## config.mk

```make
export PLATFORM = sky130hd
export DESIGN_NAME = lcd_ctrl
export DESIGN_NICKNAME = d
export VERILOG_FILES = /design/src/rtl/lcd_ctrl.sv
export SDC_FILE = /design/constraint.sdc
export NUM_CORES = 1
export LEC_CHECK = 0
export CAP_MARGIN = 10
export CORE_AREA = 2 2 80 82
export DETAILED_ROUTE_END_ITERATION = 10
export DIE_AREA = 0 0 82 84
export HOLD_SLACK_MARGIN = 0.12
export MAX_ROUTING_LAYER = met4
export PLACE_DENSITY = 0.83
export RECOVER_POWER = 25
export SLEW_MARGIN = 40
export SYNTH_ARGS = -nofsm -noshare
export SYNTH_HDL_FRONTEND = slang
export SYNTH_SLANG_ARGS = --single-unit
export TNS_END_PERCENT = 1
```

## constraint.sdc

```tcl
create_clock -name i_clk -period 7.76 [get_ports i_clk]
set_clock_uncertainty 0.05 [all_clocks]
set_input_delay 1.164 -clock i_clk [delete_from_list [all_inputs] [get_ports i_clk]]
set_output_delay 1.164 -clock i_clk [all_outputs]
set_load 0.02 [all_outputs]
```

## src/rtl/lcd_ctrl.sv

```systemverilog
// HD44780 character-LCD write driver: a small word FIFO feeding a four-state
// bus sequencer (data setup, EN strobe, post-command execution wait).
module lcd_ctrl #(
  parameter int FIFO_DEPTH   = 4,
  parameter int EN_SETUP_CYC = 2,
  parameter int EN_PULSE_CYC = 12,
  parameter int CMD_WAIT_CYC = 2000,
  parameter int CLR_WAIT_CYC = 82000
) (
  input  logic                          i_clk,
  input  logic                          i_reset,
  input  logic                          i_wr_valid,
  input  logic [8:0]                    i_wr_data,
  output logic                          o_wr_ready,
  input  logic                          i_lcd_on,
  output logic [7:0]                    o_lcd_data,
  output logic                          o_lcd_rs,
  output logic                          o_lcd_rw,
  output logic                          o_lcd_en,
  output logic                          o_lcd_on,
  output logic                          o_busy,
  output logic [$clog2(FIFO_DEPTH):0]   o_level
);

  localparam int PTR_W   = $clog2(FIFO_DEPTH);
  localparam int LVL_W   = PTR_W + 1;
  localparam int MAX_AB  = (EN_SETUP_CYC > EN_PULSE_CYC) ? EN_SETUP_CYC : EN_PULSE_CYC;
  localparam int MAX_CD  = (CMD_WAIT_CYC > CLR_WAIT_CYC) ? CMD_WAIT_CYC : CLR_WAIT_CYC;
  localparam int MAX_CYC = (MAX_AB > MAX_CD) ? MAX_AB : MAX_CD;
  localparam int CNT_W   = $clog2(MAX_CYC + 1);

  typedef enum logic [1:0] {
    ST_IDLE,
    ST_SETUP,
    ST_PULSE,
    ST_WAIT
  } state_e;

  state_e             state_q, state_d;
  logic [CNT_W-1:0]   cnt_q, cnt_d;
  logic [PTR_W-1:0]   wr_ptr_q, wr_ptr_d;
  logic [PTR_W-1:0]   rd_ptr_q, rd_ptr_d;
  logic [LVL_W-1:0]   level_q, level_d;
  logic [7:0]         lcd_data_q, lcd_data_d;
  logic               lcd_rs_q, lcd_rs_d;
  logic               lcd_en_q, lcd_en_d;
  logic               lcd_on_q, lcd_on_d;
  logic [8:0]         mem_q [FIFO_DEPTH];

  logic               push;
  logic               pop;
  logic [8:0]         head;
  logic               is_clear_cmd;

  assign o_wr_ready = (level_q != LVL_W'(FIFO_DEPTH));
  assign push       = i_wr_valid && o_wr_ready;
  assign head       = mem_q[rd_ptr_q];

  // Clear display (0x01) and return home (0x02/0x03) need the long wait.
  assign is_clear_cmd = !lcd_rs_q && (lcd_data_q[7:2] == 6'd0) && (lcd_data_q[1:0] != 2'd0);

  always_comb begin
    // NOTE: every signal gets a default first so no path leaves it unassigned (no latch).
    state_d    = state_q;
    cnt_d      = cnt_q;
    lcd_data_d = lcd_data_q;
    lcd_rs_d   = lcd_rs_q;
    lcd_en_d   = lcd_en_q;
    pop        = 1'b0;

    unique case (state_q)
      ST_IDLE: begin
        if (level_q != '0) begin
          pop        = 1'b1;
          lcd_data_d = head[7:0];
          lcd_rs_d   = head[8];
          lcd_en_d   = 1'b0;
          cnt_d      = CNT_W'(EN_SETUP_CYC);
          state_d    = ST_SETUP;
        end
      end
      ST_SETUP: begin
        if (cnt_q == CNT_W'(1)) begin
          lcd_en_d = 1'b1;
          cnt_d    = CNT_W'(EN_PULSE_CYC);
          state_d  = ST_PULSE;
        end else begin
          cnt_d = cnt_q - CNT_W'(1);
        end
      end
      ST_PULSE: begin
        if (cnt_q == CNT_W'(1)) begin
          lcd_en_d = 1'b0;
          cnt_d    = is_clear_cmd ? CNT_W'(CLR_WAIT_CYC) : CNT_W'(CMD_WAIT_CYC);
          state_d  = ST_WAIT;
        end else begin
          cnt_d = cnt_q - CNT_W'(1);
        end
      end
      ST_WAIT: begin
        if (cnt_q == CNT_W'(1)) begin
          state_d = ST_IDLE;
        end else begin
          cnt_d = cnt_q - CNT_W'(1);
        end
      end
      default: state_d = ST_IDLE;
    endcase
  end

  always_comb begin
    wr_ptr_d = push ? wr_ptr_q + PTR_W'(1) : wr_ptr_q;
    rd_ptr_d = pop  ? rd_ptr_q + PTR_W'(1) : rd_ptr_q;
    level_d  = level_q;
    case ({push, pop})
      2'b10:   level_d = level_q + LVL_W'(1);
      2'b01:   level_d = level_q - LVL_W'(1);
      default: level_d = level_q;
    endcase
    lcd_on_d = i_lcd_on;
  end

  // NOTE: sequential state uses non-blocking assignments so all flops update together.
  always_ff @(posedge i_clk) begin
    if (!i_reset) begin
      state_q    <= ST_IDLE;
      cnt_q      <= '0;
      wr_ptr_q   <= '0;
      rd_ptr_q   <= '0;
      level_q    <= '0;
      lcd_data_q <= '0;
      lcd_rs_q   <= 1'b0;
      lcd_en_q   <= 1'b0;
      lcd_on_q   <= 1'b0;
    end else begin
      state_q    <= state_d;
      cnt_q      <= cnt_d;
      wr_ptr_q   <= wr_ptr_d;
      rd_ptr_q   <= rd_ptr_d;
      level_q    <= level_d;
      lcd_data_q <= lcd_data_d;
      lcd_rs_q   <= lcd_rs_d;
      lcd_en_q   <= lcd_en_d;
      lcd_on_q   <= lcd_on_d;
    end
  end

  // NOTE: FIFO storage is not reset; the level/pointers alone define which entries are valid.
  always_ff @(posedge i_clk) begin
    if (push) begin
      mem_q[wr_ptr_q] <= i_wr_data;
    end
  end

  assign o_lcd_data = lcd_data_q;
  assign o_lcd_rs   = lcd_rs_q;
  assign o_lcd_rw   = 1'b0;
  assign o_lcd_en   = lcd_en_q;
  assign o_lcd_on   = lcd_on_q;
  assign o_level    = level_q;
  assign o_busy     = (state_q != ST_IDLE) || (level_q != '0);

endmodule
```

==> impl_metrics.env, run 1 <==
export IMPL_grt_first_pass_wirelength_um=12600
export IMPL_synth_seq_cells=73
export IMPL_totalWireLength_um=7750
export IMPL_insertion_delay_ps=360
export IMPL_post_cts_resized=0
export IMPL_worstPathArrival_ps=2310
export IMPL_ir_drop_v=0.000243
export IMPL_cts_tree="done"
export IMPL_die_area_um2=6890
export IMPL_maxCapViolCount=0
export IMPL_p_leak_nw=1.45
export IMPL_dp_cells=424
export IMPL_fmax_mhz=284
export IMPL_synth_ff_type="dfxtp_1"
export IMPL_critPathRequiredTime_ps=6550
export IMPL_crit_type="flip-flop to output pin"
export IMPL_n_fill_cell=468
export IMPL_multi_input_area_um2=1570
export IMPL_setup_violations_final=0
export IMPL_vias=2687
export IMPL_period_minus_slack_ps=3530
export IMPL_htree_levels=3
export IMPL_cts_hold_buffers=0
export IMPL_clock_sinks=73
export IMPL_grt_pass1_vias=2602
export IMPL_crit_slowest_cell="clkdlybuf4s50_1"
export IMPL_worstMarginPinSlew_ps=724
export IMPL_hp_class="flip-flop to flip-flop"
export IMPL_areaGrowthSynthToFinish_pct=14.6
export IMPL_synth_top_area_cell="edfxtp_1"
export IMPL_portBuffers=28
export IMPL_syn_area_per_cell_um2=10.5
export IMPL_io_pins=30
export IMPL_initialDrtViolationCount=162
export IMPL_seq_area_frac_synth=0.521
export IMPL_n_antenna_cell=0
export IMPL_worst_path_buf_inv=3
export IMPL_critPathLaunchType="flip-flop"
export IMPL_slowest_delay_ps=580
export IMPL_yosys_warnings=0
export IMPL_clockBufferDepth=2
export IMPL_synth_edff_count=36
export IMPL_outcome="finished, final reports clean"
export IMPL_cp_max_fo=8
export IMPL_viasPerCell=6.11
export IMPL_synthCells=334
export IMPL_hpwlAfterDp_um=5410
export IMPL_antenna_found_initial=0
export IMPL_layout_commonest_cell="nand2_1"
export IMPL_drive_gt1_frac=0.102
export IMPL_cts_setup_buffers=0
export IMPL_core_area_um2=6100
export IMPL_drc_errors=0
export IMPL_drt_pass1_iter_count=5
export IMPL_async_flop_share=0
export IMPL_critical_path_most_common_cell="inv_1"
export IMPL_final_nets=384
export IMPL_synth_distinct_cells=59
export IMPL_powerDensity_nw_per_um2=414
export IMPL_synth_top_area_share=0.309
export IMPL_ff_latch_area_um2=1820
export IMPL_rsz0062_at_grt="false"
export IMPL_track_usage=0.249
export IMPL_grt_start_max_net_pins=33
export IMPL_layout_cells_non_filler=440
export IMPL_hold_viol=0
export IMPL_setup_tns_ps=0
export IMPL_initial_core_util=0.573
export IMPL_synth_nets=360
export IMPL_synth_area_um2=3490
export IMPL_worstSetupEndpointType="output pin"
export IMPL_ys_top_cells_by_area="edfxtp_1 (31%), dfxtp_1 (21%), mux4_2 (5.8%)"
export IMPL_dieWidth_um=82
export IMPL_root_buffer="clkbuf_8"
export IMPL_cpLargestDelayFamily="buffers and inverters"
export IMPL_power_w=0.00166
export IMPL_rows=29
export IMPL_cts_clk_slew_worst_paths_ps=90
export IMPL_finalCritPeriodShare=0.454
export IMPL_wl_per_cell_um=17.6
export IMPL_slew_headroom=0.514
export IMPL_die_h_um=84
export IMPL_ant_nets=0
export IMPL_worstPathCellList="inv_1 > ha_1 > nor4b_4 > inv_1 > clkdlybuf4s50_1"
export IMPL_gr_total_overflow=0
export IMPL_cts_buffers=9
export IMPL_finalWeightedCongestion=0.962
export IMPL_drv_slew=0
export IMPL_layout_common_cells="nand2_1 (40), dfxtp_1 (37), edfxtp_1 (36)"
final timing paths:
path | from | endpoint | slack [ps] | depth (start not counted)
hold reg to reg | cnt_q[12] | cnt_q[12] | 440 | 2
setup reg to reg | o_level[2] | o_level[2] | 5080 | 8
setup / recovery | state_q[0] | o_busy | 4230 | 5
hold / removal | cnt_q[12] | cnt_q[12] | 440 | 2
state kept, by name, indices dropped and copies added (netlist names):
name        count
mem_q          36
cnt_q          17
o_lcd_data      8
o_level         3
rd_ptr_q        2
state_q         2
wr_ptr_q        2
o_lcd_en        1
o_lcd_on        1
o_lcd_rs        1
power by group:
| group | total, W | switching [W] | internal (W) |
|---|---|---|---|
| Clock | 0.000274 | 0.000156 | 0.000118 |
| Combinational | 0.000820 | 0.000497 | 0.000323 |
| Sequential | 0.000564 | 0.0000844 | 0.000479 |
layout make-up:
| cell class | instances | area share |
|---|---|---|
| clock buffer | 9 | 0.0309 |
| inverter | 15 | 0.0141 |
| tap | 77 | 0.0241 |
| sequential | 73 | 0.455 |
| timing repair buffer | 28 | 0.0700 |
| clock inverter | 7 | 0.0128 |
| multi-input combinational | 231 | 0.393 |
cells in the mapped netlist (all sizes together), types with 2 or more instances:
master and n:
nand2 40, dfxtp 37, edfxtp 36, nor2 31, a21oi 29, o21ai 20, inv 15, ha 12
nor3 10, mux4 9, clkbuf 8, nand3 8, buf 7, nor4 6, or3 6, and3 4
xor2 4, a22oi 3, and2 3, nor4b 3, o211ai 3, o22ai 3, a211oi 2, a22o 2
a31oi 2, a32oi 2, nand3b 2, o221ai 2, o31ai 2, or2 2, xnor2 2
worst reg2reg max path, cell delays in order, from the launching register on:
cell and delay [ps]:
dfxtp_1 390, o31ai_2 680, inv_1 410, ha_1 330, inv_1 70, fa_1 170, xor2_1 70, or3_1 300
a21oi_1 150
layer usage:
metal  track usage  vias up  share of wire  wire, um
met5             -        -              0         0
met2         0.418       93           0.53      4140
met3        0.0335       13          0.048       373
met4         0.114        0          0.021       161
met1         0.294     1313           0.40      3070
li1              -     1268              -         -
cell families after synthesis:
| family | Yosys count | synth area share |
|---|---|---|
| buf+inv | 30 | 0.0358 |
| other cells | 1 | 0.00107 |
| simple gates | 122 | 0.174 |
| fa+ha+maj | 13 | 0.0487 |
| mux | 11 | 0.0641 |
| flops | 73 | 0.521 |
| compound gates | 78 | 0.140 |
| xor+xnor | 6 | 0.0150 |
metrics by stage:
| step | setup slack, ps | utilization | cell area [um2] | hold WS [ps] |
|---|---|---|---|---|
| 2_1_floorplan | 5080 | - | 3490 | 400 |
| 3_3_place_gp | 4440 | 0.624 | 3800 | 419 |
| 3_5_place_dp | 4390 | 0.627 | 3820 | 430 |
| 4_1_cts | 3960 | 0.655 | 4000 | 443 |
| 6_report | 4230 | 0.657 | 4000 | 439 |
| 5_1_grt | 4060 | 0.657 | 4000 | 470 |
Note: power is estimated with default switching activity, not from simulation.
==> inputs of run 2 (changes only) <==
--- a/config.mk
+++ b/config.mk
@@ -6,12 +6,12 @@
 export NUM_CORES = 1
 export LEC_CHECK = 0
 export CAP_MARGIN = 10
-export CORE_AREA = 2 2 80 82
+export CORE_AREA = 2 2 85 87
 export DETAILED_ROUTE_END_ITERATION = 10
-export DIE_AREA = 0 0 82 84
+export DIE_AREA = 0 0 87 89
 export HOLD_SLACK_MARGIN = 0.12
 export MAX_ROUTING_LAYER = met4
-export PLACE_DENSITY = 0.83
+export PLACE_DENSITY = 0.78
 export RECOVER_POWER = 25
 export SLEW_MARGIN = 40
 export SYNTH_ARGS = -nofsm -noshare
==> constraint.sdc (replaced) <==
create_clock -name i_clk -period 2.95 [get_ports i_clk]
set_clock_uncertainty 0.05 [all_clocks]
set_input_delay 0.4425 -clock i_clk [delete_from_list [all_inputs] [get_ports i_clk]]
set_output_delay 0.4425 -clock i_clk [all_outputs]
set_load 0.02 [all_outputs]
==> run 2 against run 1 <==
  * Hold slack lost 8.2 ps
  * Final cell count grew 3.0%
  * Global-route usage shrank 1.8 points
  * Setup slack lost 3900 ps
  * Largest power group unchanged
  * Register-to-register slack lost 4600 ps
  * Cell area grew 2.1%
  * Highest routed layer unchanged
==> impl_metrics.env, run 2 (same netlist as run 1, synthesis figures left out) <==
export IMPL_outcome="finished, final reports clean"
export IMPL_critPathLaunchType="flip-flop"
export IMPL_drt_pass1_iter_count=4
export IMPL_fin_ws_ps=295
export IMPL_rsz0062_at_grt="false"
export IMPL_dpl_worst_slack_ps=358
export IMPL_slew_headroom=0.521
export IMPL_antenna_found_initial=0
export IMPL_drive_gt1_frac=0.115
export IMPL_n_fill_cell=560
export IMPL_ir_drop_v=0.000621
export IMPL_largest_register="mem_q"
export IMPL_powerDensity_nw_per_um2=1120
export IMPL_viasPerCell=5.92
export IMPL_grt_pass1_vias=2701
export IMPL_hold_viol=0
export IMPL_wl_per_cell_um=17.4
export IMPL_insertion_delay_ps=350
export IMPL_worstSetupEndpointType="output pin"
export IMPL_crit_type="flip-flop to output pin"
export IMPL_portBuffers=28
export IMPL_drc_errors=0
export IMPL_cts_tree="done"
export IMPL_core_area_um2=6720
export IMPL_root_buffer="clkbuf_8"
export IMPL_worstMarginPinSlew_ps=717
export IMPL_drv_slew=0
export IMPL_cts_hold_buffers=0
export IMPL_setup_tns_ps=0
export IMPL_final_nets=394
export IMPL_gr_total_overflow=0
export IMPL_cp_max_fo=8
export IMPL_maxCapViolCount=0
export IMPL_hpwlAfterDp_um=5630
export IMPL_critPathRequiredTime_ps=2460
export IMPL_fmax_mhz=377
export IMPL_dieWidth_um=87
export IMPL_die_h_um=89
export IMPL_track_usage=0.231
export IMPL_initial_core_util=0.520
export IMPL_hp_class="flip-flop to flip-flop"
export IMPL_finalWeightedCongestion=0.932
export IMPL_clock_sinks=73
export IMPL_grt_start_max_net_pins=32
export IMPL_totalWireLength_um=7880
export IMPL_grt_first_pass_wirelength_um=13200
export IMPL_layout_commonest_cell="nand2_1"
export IMPL_worst_hold_slack_ps=431
export IMPL_cts_setup_buffers=0
export IMPL_io_pins=30
export IMPL_initialDrtViolationCount=165
export IMPL_p_leak_nw=1.50
export IMPL_ant_nets=0
export IMPL_cts_buffers=9
export IMPL_worstPathArrival_ps=2160
export IMPL_layout_common_cells="nand2_1 (40), dfxtp_1 (37), edfxtp_1 (36)"
export IMPL_htree_levels=3
export IMPL_setup_violations_final=0
export IMPL_clockBufferDepth=2
export IMPL_die_area_um2=7740
export IMPL_finalCritPeriodShare=0.900
export IMPL_cts_clk_slew_worst_paths_ps=90
export IMPL_largest_reg_flops=36
export IMPL_post_dp_cell_area_um2=3880
export IMPL_rows=30
export IMPL_areaGrowthSynthToFinish_pct=17.0
export IMPL_n_antenna_cell=0
export IMPL_vias=2683
export IMPL_period_minus_slack_ps=2660
export IMPL_post_cts_resized=0
export IMPL_fin_area_um2=4090
run 2: final timing paths:
kind / from / endpoint / slack (ps) / cells past startpoint
min: o_lcd_data[0] / o_lcd_data[0] / 430 / 2
min reg2reg: o_lcd_data[0] / o_lcd_data[0] / 430 / 2
max: state_q[0] / o_busy / 290 / 6
max reg2reg: cnt_q[2] / cnt_q[7] / 460 / 6
run 2: worst max-delay path: stages, from the launching register on:
cell             delay, ps
dfxtp_1                390
inv_1                  100
ha_1                   240
nor4b_2                170
buf_4                  170
inv_1                  120
clkdlybuf4s50_1        630
run 2: area by class of cell:
cell class	instances	area [um2]	area share
Tap cell	80	100	0.0245
Inverter	15	56.3	0.0138
Sequential cell	73	1820	0.446
Clock buffer	9	124	0.0303
Timing Repair Buffer	38	355	0.0869
Clock inverter	7	83.8	0.0205
Multi-Input combinational cell	231	1550	0.379
run 2: layer usage:
metal,global-route usage,vias to the layer above,part of all wire
li1,-,1300,-
met1,0.271,1277,0.43
met2,0.390,83,0.50
met3,0.0434,23,0.048
met4,0.0994,0,0.027
met5,-,-,0
run 2: metrics by stage:
step / cells / utilization / power (W)
2_1_floorplan: 334 / - / 0.00300
3_3_place_gp: 437 / 0.578 / 0.00370
3_5_place_dp: 437 / 0.578 / 0.00374
4_1_cts: 453 / 0.609 / 0.00457
5_1_grt: 453 / 0.609 / 0.00488
6_report: 453 / 0.609 / 0.00457
run 2: power by group:
| group | total [W] | switching [W] | internal (W) | leakage (nW) |
|---|---|---|---|---|
| Combinational | 0.00226 | 0.00133 | 0.000932 | 0.767 |
| Sequential | 0.00147 | 0.000210 | 0.00126 | 0.632 |
| Clock | 0.000835 | 0.000428 | 0.000407 | 0.103 |
==> inputs of run 3 (changes only) <==
==> constraint.sdc (replaced) <==
create_clock -name i_clk -period 2.2 [get_ports i_clk]
set_clock_uncertainty 0.05 [all_clocks]
set_input_delay 0.33 -clock i_clk [delete_from_list [all_inputs] [get_ports i_clk]]
set_output_delay 0.33 -clock i_clk [all_outputs]
set_load 0.02 [all_outputs]
==> run 3 against run 2 <==
  * The flow now finishes with violations (setup timing)
  * Utilization up 5.0 points
  * Cell area up 8.2%
  * Critical path depth up 1
  * Sequential share of layout area down 3.2 points
  * Critical path type is now flip-flop to flip-flop
  * Critical endpoint is now cnt_q[10]
  * Highest routed layer unchanged
==> impl_metrics.env, run 3 (same netlist as run 1, synthesis figures left out) <==
export IMPL_outcome="finished, violations left"
export IMPL_violations="setup timing"
export IMPL_finish_utilization=0.658
export IMPL_rr_startpoint="cnt_q[2]"
export IMPL_fmax_mhz=453
export IMPL_cts_buffers=9
export IMPL_powerDensity_nw_per_um2=1520
export IMPL_root_buffer="clkbuf_8"
export IMPL_hpwlAfterDp_um=5760
export IMPL_vias=2868
export IMPL_cp_max_fo=5
export IMPL_portBuffers=28
export IMPL_antenna_found_initial=0
export IMPL_cts_setup_buffers=0
export IMPL_drt_met1_wl_um=3260
export IMPL_slew_headroom=0.595
export IMPL_crit_type="flip-flop to flip-flop"
export IMPL_initialDrtViolationCount=242
export IMPL_rrSetupSlack_ps=-6
export IMPL_rsz0062_at_grt="true"
export IMPL_die_h_um=89
export IMPL_totalWireLength_um=8410
export IMPL_final_nets=424
export IMPL_slowest_delay_ps=540
export IMPL_die_area_um2=7740
export IMPL_n_antenna_cell=0
export IMPL_io_pins=30
export IMPL_gr_total_overflow=0
export IMPL_grt_pass1_vias=2711
export IMPL_crit_slowest_cell="or4_4"
export IMPL_largest_reg_flops=36
export IMPL_hold_viol=0
export IMPL_rows=30
export IMPL_layout_common_cells="buf_4 (40), nand2_1 (37), edfxtp_1 (36)"
export IMPL_wl_per_cell_um=17.4
export IMPL_insertion_delay_ps=350
export IMPL_ir_drop_v=0.000647
export IMPL_viasPerCell=5.94
export IMPL_met2WireLength_um=4390
export IMPL_top_layer_used="met4"
export IMPL_drc_errors=0
export IMPL_p_leak_nw=1.66
export IMPL_post_cts_resized=6
export IMPL_grt_start_max_net_pins=16
export IMPL_finalWeightedCongestion=0.948
export IMPL_cts_hold_buffers=0
export IMPL_ant_nets=0
export IMPL_track_usage=0.227
export IMPL_grt_first_pass_wirelength_um=12900
export IMPL_worstPathCellList="or4_4 > or3_4 > buf_4 > o21ai_2 > a22oi_2 > a32oi_1 > a21bo_1"
export IMPL_fin_area_um2=4420
export IMPL_finalCritPeriodShare=1.00
export IMPL_hp_class="flip-flop to flip-flop"
export IMPL_worstPathArrival_ps=2410
export IMPL_critPathRequiredTime_ps=2400
export IMPL_dieWidth_um=87
export IMPL_maxCapViolCount=0
export IMPL_layout_commonest_cell="buf_4"
export IMPL_n_fill_cell=508
export IMPL_drt_pass1_iter_count=5
export IMPL_htree_levels=3
export IMPL_critPathLaunchType="flip-flop"
export IMPL_fin_ws_ps=-5.96
export IMPL_cts_tree="done"
export IMPL_drv_slew=0
export IMPL_setup_violations_final=1
export IMPL_cts_clk_slew_worst_paths_ps=90
export IMPL_cpLargestDelayFamily="simple AND/OR/NAND/NOR gates"
export IMPL_min_from="o_lcd_data[6]"
export IMPL_worst_hold_slack_ps=426
export IMPL_post_dp_cell_area_um2=4170
export IMPL_worst_path_buf_inv=1
export IMPL_crit_start="cnt_q[2]"
export IMPL_clockBufferDepth=2
export IMPL_initial_core_util=0.520
export IMPL_core_area_um2=6720
export IMPL_areaGrowthSynthToFinish_pct=26.6
export IMPL_worstSetupEndpointType="flip-flop"
export IMPL_clock_sinks=73
export IMPL_worstMarginPinSlew_ps=602
export IMPL_dr_wl_met3_um=501
export IMPL_drive_gt1_frac=0.238
export IMPL_period_minus_slack_ps=2210
export IMPL_largest_register="mem_q"
==> run 3: cell count changes in the layout (fill, tap and decap cells not counted), moves of 3 or more <==
cell	before	now
buf_4	10	40
dfxtp_1	37	34
nand2_1	40	37
nand2_2	0	3
==> run 3: metal layers <==
metal,vias up,global-route usage
met4,0,0.118
li1,1356,-
met5,-,-
met1,1350,0.257
met3,27,0.0425
met2,135,0.384
==> run 3: report_power, final <==
part	internal, W	switching (W)	total, W
logic	0.00161	0.00207	0.00368
registers	0.00170	0.000219	0.00192
clock network	0.000544	0.000568	0.00111
==> run 3: path summary, 6_finish.rpt <==
kind | endpoint | cells past startpoint
hold / removal | o_lcd_data[6] | 2
hold reg to reg | o_lcd_data[6] | 2
setup reg to reg | cnt_q[10] | 7
setup / recovery | cnt_q[10] | 7
==> run 3: final cells by class <==
cell class	instances	area [um2]	area share
Tap cell	80	100	0.0226
Clock inverter	7	82.6	0.0187
Inverter	15	56.3	0.0127
Multi-Input combinational cell	231	1650	0.374
Sequential cell	73	1830	0.413
Clock buffer	9	124	0.0280
Timing Repair Buffer	68	579	0.131
==> run 3: metrics by stage <==
step	setup TNS [ps]	power (W)	setup WS [ps]	cells
2_1_floorplan	-8.73	0.00416	-8.73	334
3_3_place_gp	-155	0.00536	-85.1	467
3_5_place_dp	-190	0.00544	-87.0	467
4_1_cts	0	0.00660	10.1	483
5_1_grt	-358	0.00713	-104	483
6_report	-5.96	0.00671	-5.96	483
==> run 3: worst register-to-register path, cell delays in order, from the launching register on <==
cell and delay (ps):
dfxtp_1 320, or4_4 540, or3_4 380, buf_4 160, o21ai_2 130, a22oi_2 130, a32oi_1 180, a21bo_1 220
